--- config.mk ---
export PLATFORM = sky130hd
export DESIGN_NAME = mk_design_pipe
export DESIGN_NICKNAME = d
export VERILOG_FILES = /design/src/rtl/mk_design_pipe.sv
export SDC_FILE = /design/constraint.sdc
export NUM_CORES = 1
export LEC_CHECK = 0
export ABC_AREA = 1
export CORE_MARGIN = 10
export CORE_UTILIZATION = 57
export CTS_BUF_LIST = sky130_fd_sc_hd__clkbuf_16
export DETAILED_ROUTE_END_ITERATION = 10
export GPL_ROUTABILITY_DRIVEN = 0
export PLACE_DENSITY = 0.84
export SYNTH_ARGS = -nofsm -noshare
export SYNTH_HDL_FRONTEND = slang
export SYNTH_SLANG_ARGS = --single-unit
--- constraint.sdc ---
create_clock -name CLK -period 2.8 [get_ports CLK]
set_input_delay 0.56 -clock CLK [delete_from_list [all_inputs] [get_ports CLK]]
set_output_delay 0.56 -clock CLK [all_outputs]
set_load 0.02 [all_outputs]
--- src/rtl/mk_design_pipe.sv ---
// mk_design_pipe: queued sum/abs-difference pipeline with offset result, consuming check and mismatch counter
module mk_design_pipe #(
  parameter int WIDTH = 6,
  parameter int DEPTH = 4,
  parameter int MODE  = 0
) (
  input  logic             CLK,
  input  logic             RST,
  input  logic [WIDTH-1:0] variable_a,
  input  logic [WIDTH-1:0] variable_b,
  input  logic             EN_start,
  output logic             RDY_start,
  input  logic [WIDTH:0]   variable_c,
  output logic [WIDTH:0]   result,
  output logic             RDY_result,
  input  logic [WIDTH-1:0] variable_d,
  input  logic             EN_check,
  output logic             check,
  output logic             RDY_check,
  output logic [15:0]      mismatches
);
  localparam int AW = $clog2(DEPTH);
  localparam logic [AW:0] ONE = 1;

  logic [2*WIDTH-1:0] iq_q [DEPTH];
  logic [WIDTH:0]     oq_q [DEPTH];
  logic [AW:0]        iwp_q, irp_q, owp_q, orp_q;
  logic [AW:0]        iwp_d, irp_d, owp_d, orp_d;
  logic               cr_v_q, cr_v_d;
  logic [WIDTH:0]     cr_q, cr_d;
  logic [15:0]        mism_q, mism_d;
  logic               iq_empty, iq_full, oq_empty, oq_full;
  logic               fire_s, fire_c, drain, adv;
  logic [WIDTH-1:0]   in_a, in_b;
  logic [WIDTH:0]     head, f_v;

  // queue status, method outputs and the operation applied to the in-queue head
  always_comb begin
    iq_empty   = iwp_q == irp_q;
    iq_full    = (iwp_q[AW] != irp_q[AW]) && (iwp_q[AW-1:0] == irp_q[AW-1:0]);
    oq_empty   = owp_q == orp_q;
    oq_full    = (owp_q[AW] != orp_q[AW]) && (owp_q[AW-1:0] == orp_q[AW-1:0]);
    RDY_start  = !iq_full;
    RDY_result = !oq_empty;
    RDY_check  = !oq_empty;
    head       = oq_q[orp_q[AW-1:0]];
    result     = oq_empty ? '0 : head + variable_c;
    check      = !oq_empty && (head[WIDTH-1:0] == variable_d);
    {in_a, in_b} = iq_q[irp_q[AW-1:0]];
    f_v        = (MODE != 0) ? ((in_a >= in_b) ? {1'b0, in_a - in_b} : {1'b0, in_b - in_a})
                             : {1'b0, in_a} + {1'b0, in_b};
  end

  // handshakes and next state; a check firing frees an out-queue slot for the drain on the same edge
  always_comb begin
    fire_s = EN_start && RDY_start;
    fire_c = EN_check && RDY_check;
    drain  = cr_v_q && (!oq_full || fire_c);
    adv    = !iq_empty && (!cr_v_q || drain);
    iwp_d  = fire_s ? iwp_q + ONE : iwp_q;
    irp_d  = adv ? irp_q + ONE : irp_q;
    owp_d  = drain ? owp_q + ONE : owp_q;
    orp_d  = fire_c ? orp_q + ONE : orp_q;
    cr_v_d = adv ? 1'b1 : (drain ? 1'b0 : cr_v_q);
    cr_d   = adv ? f_v : cr_q;
    mism_d = (fire_c && !check && mism_q != 16'hFFFF) ? mism_q + 16'd1 : mism_q;
  end

  // control state with synchronous reset
  always_ff @(posedge CLK) begin
    if (RST) begin
      iwp_q  <= '0;
      irp_q  <= '0;
      owp_q  <= '0;
      orp_q  <= '0;
      cr_v_q <= 1'b0;
      cr_q   <= '0;
      mism_q <= '0;
    end else begin
      iwp_q  <= iwp_d;
      irp_q  <= irp_d;
      owp_q  <= owp_d;
      orp_q  <= orp_d;
      cr_v_q <= cr_v_d;
      cr_q   <= cr_d;
      mism_q <= mism_d;
    end
  end

  // queue storage needs no reset; pointers alone decide what is visible
  always_ff @(posedge CLK) begin
    if (fire_s) iq_q[iwp_q[AW-1:0]] <= {variable_a, variable_b};
    if (drain) oq_q[owp_q[AW-1:0]] <= cr_q;
  end

  assign mismatches = mism_q;
endmodule

==> impl_metrics.ini <==
[critical_path]
path_buf_inv = 5
slowest_delay_ps = 370
worstPathRequired_ps = 2240
cp_top_family = simple AND/OR/NAND/NOR gates
cp.arrival_ps = 2520
critical_path_class = flip-flop to output port
cp_max_fo = 4
path_cells = inv_6 > nand2_2 > nand3_2 > nand2_2 > inv_2 > ha_4 > inv_2 > fa_2 > inv_2 > nand2_2 > nand2_1 > a21o_1 > nand2_1 > nand2_1 > a21oi_2 > xor2_1 > nor2_1 > buf_4
crit_slowest_cell = dfxtp_4
worstSetupStartpointType = flip-flop
crit_path_end_kind = output port

[sta]
slew_viol_final = 0
rsz0062_at_grt = true
hold_viol_final = 0
tightest_slew_ps = 458
period_share = 1.10
timing.fmax_mhz = 325
slew_headroom = 0.695
min_period_ps = 3080
setup_viol = 3
skew_ps = 7.44
timing.final.ws_setup_ps = -280

[power_and_ir_drop]
totalPowerFinal_mw = 7.89
clockPowerShare = 0.266
p_comb_frac = 0.437
p_leak_nw = 3.00
power.switching_mw = 2.95
power_frac_seq = 0.297
intPower_mw = 4.94
p_sw_frac = 0.373
peakVddDrop_v = 0.000632
power_density_nw_per_um2 = 1110

[status]
status = finished, violations left
violations = negative setup slack

[logic_synthesis]
synth_common_cells = nand2_1, inv_1, edfxtp_1, nor2_1, o21ai_0
yosys.area.top_type = edfxtp_1
yosysSeqAreaShare = 0.559
syn_area_um2 = 5510
synthCells = 603
synth_top_cell_area_share = 0.414
synth_area_per_cell_um2 = 9.14
yosys-top-cells-area = edfxtp_1, dfxtp_1, nand2_1
synth_ff_type = edfxtp_1
synth_warnings = 0
synth.most_common_cell = nand2_1
synth-seq-cells = 116
synth_edf_count = 76
syn_nets = 657
async_flop_share = 0
ys_types = 33

[final_layout]
nets = 751
nFillCells = 595
antenna_cells = 0
drive_gt1_frac = 0.154
area_growth_pct = 28.7
final_util = 0.761

[placed_design]
hpwlAfterDp_um = 8660
portBuffers = 55
post-place-ws_ps = -718

[job]
maxCapViolCount = 0

[global_route]
grtUsageTotal = 0.189
antenna_found_initial = 0
grt_pass1_vias = 4545
grt_first_pass_wirelength_um = 21700
grt_max_degree = 24
overflow = 0

[routing]
routed_wl_um = 13100
antenna_left = 0
routed_via_density = 5.38
num_vias = 4513
first_iter_violations = 388
drc_errors = 0
wire_per_inst_um = 15.6
dr.pass1.iters = 6

[cts]
ctsHtreeMaxLevel = 4
clkSinkCount = 116
root_buffer = clkbuf_16
cts_tree = done
clockBufferDepth = 2
path_clk_slew_ps = 50
numCtsBuffers = 17
worstSkewPairLatency_ps = 400

[floorplan]
fp.dieH_um = 118
start_util = 0.591
pin_count = 56
dieArea_um2 = 14000
die_w_um = 118
rows = 35
coreArea_um2 = 9330

[min_path]
hold_path_class = flip-flop to flip-flop
==> path summary, 6_finish.rpt <==
check,start,end,slack (ps),cells after the start
max reg2reg,flip-flop,cr_q[5]$_SDFFE_PP0P_,240,12
max,flip-flop,result[6],-280,18
min,iwp_q[2]$_SDFFE_PP0P_,iwp_q[2]$_SDFFE_PP0P_,470,1
min reg2reg,iwp_q[2]$_SDFFE_PP0P_,iwp_q[2]$_SDFFE_PP0P_,470,1
==> power groups by stage <==
stage / sequential [mW] / clock, mW / combinational (mW)
6_report: 2.34 / 2.10 / 3.45
2_1_floorplan: 2.32 / 0 / 1.98
3_3_place_gp: 2.33 / 0 / 3.01
5_1_grt: 2.38 / 2.21 / 3.79
4_1_cts: 2.33 / 2.11 / 3.31
3_5_place_dp: 2.35 / 0 / 3.18
==> per-stage QoR <==
| step | area, µm² | cells | TNS [ps] | hold slack, ps |
|---|---|---|---|---|
| after floorplan | 5510 | 603 | 0 | 443 |
| after global placement | 6410 | 805 | -2240 | 456 |
| after detailed placement | 6410 | 805 | -2430 | 461 |
| after CTS | 7050 | 839 | -414 | 467 |
| after global routing | 7100 | 839 | -1060 | 484 |
| final | 7100 | 839 | -531 | 469 |
==> repair_timing <==
item                       in CTS  in global routing
hold buffers                    0                  0
gates resized for setup        53                 18
pin swaps                       7                  5
setup endpoints to repair       7                  8
buffers inserted                4                  1
==> state kept, by name, summed over array words and instances (netlist names), named ones only <==
signal and count:
cr_q 7, cr_v_q 1, iq_q 48, irp_q 3, iwp_q 3, mismatches 16
oq_q 28, orp_q 3, owp_q 3
==> placed cells by master (no fill, tap or decap), drive strengths merged, types with 2 or more instances in the layout <==
cell type and n:
xnor2 5, bufinv 3, inv 84, o22ai 11, fa 2, a21oi 29
buf 47, a32oi 2, nor3 5, ha 23, clkbuf 17, nor2 78
nand2 120, nand4 15, nand3 37, o21ai 47, clkdlybuf4s50 48, xor2 6
clkinv 8, edfxtp 76, dfxtp 40, or2 2
==> cells by family after synthesis <==
kind of cell / synth area share
AO/OA/AOI/OAI: 0.0874
XOR/XNOR: 0.0175
adder cells (fa/ha/maj): 0.0595
buffers and inverters: 0.0751
flip-flops: 0.559
AND/OR/NAND/NOR: 0.201
==> final cells by class <==
class,instances,area (µm²),share of cell area
Inverter,81,309,0.0436
Timing Repair Buffer,95,861,0.121
Tap cell,129,161,0.0227
Clock inverter,15,150,0.0212
Sequential cell,116,3090,0.435
Clock buffer,17,425,0.0600
Multi-Input combinational cell,386,2100,0.296
==> routing by layer <==
| layer | routed length [µm] | part of all wire | GRT usage | vias to the layer above |
|---|---|---|---|---|
| met1 | 5270 | 0.40 | 0.206 | 2136 |
| met5 | 0 | 0 | 0 | - |
| met2 | 6990 | 0.53 | 0.344 | 154 |
| li1 | - | - | - | 2200 |
| met4 | 195 | 0.015 | 0.0734 | 0 |
| met3 | 674 | 0.051 | 0.0443 | 23 |
Note: power is estimated with default switching activity, not from simulation.
